--- config.mk ---
export PLATFORM = sky130hd
export DESIGN_NAME = operand_fetch_stage
export DESIGN_NICKNAME = d
export VERILOG_FILES = /design/src/rtl/operand_fetch_stage.sv
export SDC_FILE = /design/constraint.sdc
export NUM_CORES = 1
export LEC_CHECK = 0
export CAP_MARGIN = 20
export CORE_MARGIN = 2
export CORE_UTILIZATION = 25
export DETAILED_ROUTE_END_ITERATION = 8
export PLACE_DENSITY = 0.6
export REMOVE_ABC_BUFFERS = 1
export SYNTH_ARGS = -nofsm -noshare
export SYNTH_HDL_FRONTEND = slang
export SYNTH_SLANG_ARGS = --single-unit
--- constraint.sdc ---
create_clock -name clk -period 4.08 [get_ports clk]
set_input_delay 0.612 -clock clk [delete_from_list [all_inputs] [get_ports clk]]
set_output_delay 0.612 -clock clk [all_outputs]
set_load 0.005 [all_outputs]
--- src/rtl/operand_fetch_stage.sv ---
// Decode / operand-fetch stage: drives register-file read addresses, bypasses
// same-cycle writeback into the operands and registers the ID/EX pipeline slot.
module operand_fetch_stage #(
    parameter int data_width = 32,
    parameter int addr_width = 4,
    parameter int pc_width   = 9,
    parameter int cnt_width  = 16
) (
    input  logic                  clk,
    input  logic                  rst,
    input  logic                  if_valid,
    input  logic [data_width-1:0] if_instr,
    input  logic [pc_width-1:0]   if_pc,
    output logic                  hold_if,
    input  logic                  stall,
    input  logic                  flush,
    output logic [addr_width-1:0] rf_r0addr,
    output logic [addr_width-1:0] rf_r1addr,
    input  logic [data_width-1:0] rf_r0data,
    input  logic [data_width-1:0] rf_r1data,
    input  logic                  wb_wena,
    input  logic [addr_width-1:0] wb_waddr,
    input  logic [data_width-1:0] wb_wdata,
    output logic                  ex_valid,
    output logic [3:0]            ex_op,
    output logic [addr_width-1:0] ex_rd,
    output logic [data_width-1:0] ex_a,
    output logic [data_width-1:0] ex_b,
    output logic [data_width-1:0] ex_imm,
    output logic [pc_width-1:0]   ex_pc,
    output logic                  ex_wena,
    output logic [cnt_width-1:0]  bubble_cnt
);

    typedef enum logic [3:0] {
        OP_NOP = 4'd0, OP_ADD = 4'd1, OP_SUB = 4'd2, OP_AND = 4'd3, OP_OR  = 4'd4,
        OP_XOR = 4'd5, OP_ADDI = 4'd6, OP_LOAD = 4'd7, OP_STORE = 4'd8, OP_BEQ = 4'd9
    } op_e;

    logic [3:0]            dec_op;
    logic [addr_width-1:0] rd, rs0, rs1;
    logic                  use_rs0, use_rs1, writes_rd, hazard;
    logic [data_width-1:0] opa, opb, imm_ext;

    always_comb begin
        dec_op    = (if_instr[31:28] > OP_BEQ) ? OP_NOP : if_instr[31:28];
        rd        = if_instr[27:24];
        rs0       = if_instr[23:20];
        rs1       = if_instr[19:16];
        use_rs0   = (dec_op != OP_NOP);
        use_rs1   = dec_op inside {OP_ADD, OP_SUB, OP_AND, OP_OR, OP_XOR, OP_STORE, OP_BEQ};
        writes_rd = (dec_op >= OP_ADD) && (dec_op <= OP_LOAD);
        imm_ext   = {{(data_width-16){if_instr[15]}}, if_instr[15:0]};
        // RF writes on the same edge we capture on, so its read data is stale
        opa       = (wb_wena && wb_waddr == rs0) ? wb_wdata : rf_r0data;
        opb       = (wb_wena && wb_waddr == rs1) ? wb_wdata : rf_r1data;
        hazard    = if_valid && ex_valid && (ex_op == OP_LOAD) &&
                    ((use_rs0 && rs0 == ex_rd) || (use_rs1 && rs1 == ex_rd));
        hold_if   = stall || (hazard && !flush);
    end

    assign rf_r0addr = rs0;
    assign rf_r1addr = rs1;

    always_ff @(posedge clk or posedge rst) begin
        if (rst) begin
            ex_valid   <= 1'b0;
            ex_op      <= '0;
            ex_rd      <= '0;
            ex_a       <= '0;
            ex_b       <= '0;
            ex_imm     <= '0;
            ex_pc      <= '0;
            ex_wena    <= 1'b0;
            bubble_cnt <= '0;
        end else if (flush) begin
            ex_valid <= 1'b0;
            ex_wena  <= 1'b0;
            ex_op    <= '0;
        end else if (!stall) begin
            if (hazard) begin
                ex_valid <= 1'b0;
                ex_wena  <= 1'b0;
                ex_op    <= '0;
                if (bubble_cnt != '1)
                    bubble_cnt <= bubble_cnt + 1'b1;
            end else begin
                ex_valid <= if_valid;
                ex_wena  <= if_valid && writes_rd;
                ex_op    <= dec_op;
                ex_rd    <= rd;
                ex_a     <= opa;
                ex_b     <= opb;
                ex_imm   <= imm_ext;
                ex_pc    <= if_pc;
            end
        end
    end

endmodule

After elaboration in Yosys (flattened, before gate mapping)
Cells that the tools add are included.
Cells by class
  mux-type cells: 12
  eq/ne operators: 14
  order comparisons: 3
  add/sub/neg operators: 1
  reduce and logical (&&, ||, !) cells: 17
  bitwise operators: 3
Operators with widths (count)
  2-to-1 mux 32 bit: 2
  adder 16 x 1 -> 16 bit, second input constant: 1
  == test 4 bit: 4
  2-to-1 mux 4 bit: 4
  != test 16 bit, second input constant: 1
  == test 4 x 3 -> 1 bit, second input constant: 3
  logical AND 1 bit: 10
  == test 4 x 2 -> 1 bit, second input constant: 2
  == test 4 bit, second input constant: 2
  nonzero test 7 bit: 1
  2-to-1 mux 1 bit: 6
  == test 4 x 1 -> 1 bit, second input constant: 1
  >= comparator 4 x 1 -> 1 bit, second input constant: 1
  greater-than comparator 4 bit, second input constant: 1
  less-or-equal comparator 4 x 3 -> 1 bit, second input constant: 1
  AND reduction 4 bit: 1
  nonzero test 4 bit: 1
  NOT 1 bit: 3
  AND reduction 3 bit: 1
  logical OR 1 bit: 2
  != test 2 x 1 -> 1 bit, second input constant: 1
  logical NOT 1 bit: 1
Word-level totals
  logic and storage cells: 59
  flip-flop bits (word level): 115

Longest topological paths before layout
  depth in word-level cells: 10
  depth in mapped cells: 8
  mapped depth without buffers: 6

Least setup slack after synthesis
Ideal clock, no wire load.
  path type: input to register
  from: in if_instr[19]
  to: reg ex_b[31]
  slack: 1749 ps
  library setup time: 128 ps
  data arrival time: 2203 ps
  cell stages on the path: 5
  data required time: 3952 ps
  cells stage by stage: xor2_1 -> nor4_2 -> clkbuf_1 -> mux2_2 -> mux2_1
Between the ends
  word-level cells in the longest chain between the ends: 6
  elaborated cells on any way between the ends: 9
  those cells by class: eq/ne: 2; mux: 1; bitwise: 1; reduce/logical: 5
RTL lines
  from (decl): line 12  | input logic [data_width-1:0] if_instr,
  == test 4 bit: line 58  | ((use_rs0 && rs0 == ex_rd) || (use_rs1 && rs1 == ex_rd));
  logical AND 1 bit: line 58
  logical OR 1 bit: line 58
  logical AND 1 bit: line 57  | hazard = if_valid && ex_valid && (ex_op == OP_LOAD) &&
  NOT 1 bit (no line)
  AND reduction 3 bit (no line)
  to (signal assigned): line 93  | ex_b <= opb;
  to (decl): line 28  | output logic [data_width-1:0] ex_b,
Several ways; a longest one is shown, not always the timed one.
A chain may end at the register's enable or synchronous reset.

Worst setup path after layout
  from: in if_instr[29]
  to: out hold_if
Between the ends
  word-level cells in the longest chain between the ends: 9
  elaborated cells on any way between the ends: 17
  those cells by class: order compare: 1; eq/ne: 7; mux: 1; reduce/logical: 8
RTL lines
  greater-than comparator 4 bit: line 46  | dec_op = (if_instr[31:28] > OP_BEQ) ? OP_NOP : if_instr[31:28];
  2-to-1 mux 4 bit *: line 46
  == test 4 x 1 -> 1 bit, or another cell as far along: line 51  | use_rs1 = dec_op inside {OP_ADD, OP_SUB, OP_AND, OP_OR, OP_XOR, OP_STORE, OP_BEQ};
  nonzero test 7 bit: line 51
  logical AND 1 bit: line 58
  logical OR 1 bit *: line 58
  logical AND 1 bit *: line 57
  logical AND 1 bit *: line 59  | hold_if = stall || (hazard && !flush);
  logical OR 1 bit *: line 59
  to (decl): line 14  | output logic hold_if,
Mark *: on every way between the ends. The rest lies on a longest branch, timed or not.

==> summary.md <==
| Metric | Value |
|---|---|
| Gp weighted congestion | `0.823` |
| Period utilization | `82.2%` |
| Post-synth EDFFs | `0` |
| Met3 Use GR | `3.50%` |
| Synth async-reset ratio | `100%` |
| Pwr dens | `397 mW/mm²` |
| Area leader, netlist | `dfrtp_1` |
| Initial antenna violation count | `0` |
| Setup Viol. Count Final | `0` |
| Synth area leaders | `dfrtp_1, mux2_2, mux2_4` |
| Placed inst area | `0.00891 mm²` |
| CTS clock-pin slew for the worst setup and hold paths | `0.06 ns` |
| Clk root buf | `clkbuf_16` |
| Via/cell ratio | `4.32` |
| Starting Density | `25.7%` |
| Syn avg cell area | `13.8 µm²` |
| Final worst path period need | `3.35 ns` |
| Max Freq | `0.298 GHz` |
| Yosys top cell area share | `49.2%` |
| Nets@finish | `839` |
| Post_cts resized | `0` |
| Rel. slew slack | `44.9%` |
| Vias in the first global route | `4,711` |
| Pin slew with the least headroom to its limit | `0.827 ns` |
| Vias | `4,399` |
| Total grt overflow | `0` |
| Yosys warnings | `0` |
| Worst setup SP type | `input port` |
| Initial drt markers | `87` |
| Static leakage | `0.00385 µW` |
| Status | `completed` |
| 1st-pass router iterations | `4` |
| Mapped Area | `0.00585 mm²` |
| RSZ-0062 raised after global routing | `false` |
| Crit-path max FO | `5` |
| CTS max path bufs | `2` |
| I/O pin cnt | `287` |
| Die Wd | `157 µm` |
| CTS tree | `built` |
| Peak VDD IR | `0.000218 V` |
| Die footprint | `0.0246 mm²` |
| Row cnt | `55` |
| Max-slew violations | `0` |
| Hold Crit Depth | `1` |
| Post-CTS setup buffer count | `0` |
| Max-cap violations | `0` |
| Hold_buf cts | `0` |
| Met2 usage | `23.6%` |
| Largest net degree at the start of global routing | `63` |
| Area growth, synth to finish | `62.5%` |
| CP Data Required Time | `3.47 ns` |
| Critical Path Sink Type | `output pin` |
| H-tree Lvls | `4` |
| Most frequent cells in the layout | `clkdlybuf4s50_1, mux2_2, dfrtp_1` |
| R2R depth | `7` |
| Crit Path Class | `input port to output pin` |
| Ys flop type | `dfrtp_1` |
| Met1 Usage GRT | `15.2%` |
| GRT busiest layer | `met2` |
| Post-DRT Antenna Nets | `0` |
| GR Util All Layers | `13.4%` |
| Final core occ | `41.7%` |
| IO buf count | `286` |
| Netlist cell types | `40` |
| Power, Total | `3770 µW` |
| CTS Buf Count | `17` |
| Hpwl dp | `12,500 µm` |
| Seq/Total Area, Yosys | `49.2%` |
| Core Box Area | `0.0228 mm²` |
| Commonest non-fill, non-tap cell in the layout | `clkdlybuf4s50_1` |
| Crit path DAT | `2.74 ns` |
| Chip height | `157 µm` |
| Wirelength per Cell | `16.6 µm` |
| Gate Count Post-Synth | `425` |
| Final Hold Viols | `0` |
| Fillers | `2,100` |
| Max Clock Skew | `0.0108 ns` |
| Global-route wire length before repair | `25,500 µm` |
| Final Cell Area | `0.00951 mm²` |
| Routed WL | `16,900 µm` |
| Sink Count | `115` |
| Seq cells post-synth | `115` |
| Worst-Skew Late Latency | `0.41 ns` |
| Fraction of layout instances using a drive strength above 1 | `28.7%` |
| Hold Crit Class | `register to register` |
| Number of remaining DRC errors | `0` |
layout make-up:
cell class	count	area, µm²	share of cell area (%)
antenna	1	2.50	0.0263
clock buffer	18	439	4.62
clock inverter	14	154	1.62
inverter	4	17.5	0.184
multi-input combinational	261	2680	28.2
sequential	115	2880	30.3
tap	313	392	4.12
timing repair buffer	292	2950	31.0
power by group:
group / internal, µW / switching, µW
combinational: 625 / 277
clock: 921 / 567
sequential: 1290 / 89.6
worst max-delay path, cell delays in order:
cell and delay, ns:
clkdlybuf4s50_1 0.50, o21ai_0 0.36, o2111ai_1 0.30, o31ai_1 0.40, clkdlybuf4s50_1 0.57
through the flow:
step                      setup slack, ns  cells  hold slack [ns]  setup TNS (ns)
final                               0.728   1018            0.490               0
after global routing                0.556   1017            0.517               0
after CTS                           0.758   1017            0.497               0
after detailed placement            0.787    985            0.484               0
after global placement              0.793    985            0.471               0
after floorplan                    -0.589    380            0.483          -53.28
final timing paths:
check	to	slack (ns)	start
max in group asynchronous	ex_b[16]	2.55	rst
max	hold_if	0.73	if_instr[29]
max reg2reg	ex_b[7]	1.60	ex_rd[2]
min reg2reg	bubble_cnt[14]	0.49	bubble_cnt[14]
min in group asynchronous	ex_imm[13]	0.70	rst
min	bubble_cnt[14]	0.49	bubble_cnt[14]
registers in the layout, indices dropped and copies added (netlist names), 4 cells and up:
name and flops:
ex_a 32, ex_b 32, bubble_cnt 16, ex_imm 16, ex_pc 9, ex_op 4
ex_rd 4
cell families (layout without fill, tap and decap cells):
kind of cell | after synthesis | count (layout) | synth area share, %
muxes | 159 | 159 | 33.0
other | 0 | 1 | 0
AOI/OAI and AO/OA | 14 | 14 | 2.01
adders and majority gates | 1 | 1 | 0.214
xor gates and xnor gates | 31 | 31 | 4.64
buffers and inverters | 49 | 328 | 5.47
and+or+nand+nor | 56 | 56 | 5.52
DFF | 115 | 115 | 49.2
routing by layer:
layer	share of wire, %	wire [µm]
met1	41	6860
met2	50	8430
met3	7.3	1230
met4	2.2	372
met5	0	0
cell usage after synthesis, drive strengths merged (2+ instances only):
master and n:
a21oi 3, a32o 2, and3 2, buf 35, clkbuf 10, dfrtp 115, inv 4, mux2 158
nand2 11, nand3 4, nand4 6, nor2 6, nor3 8, nor4 11, o2111ai 2, xnor2 6
xor2 25
Power figures use the tool's default switching activity.
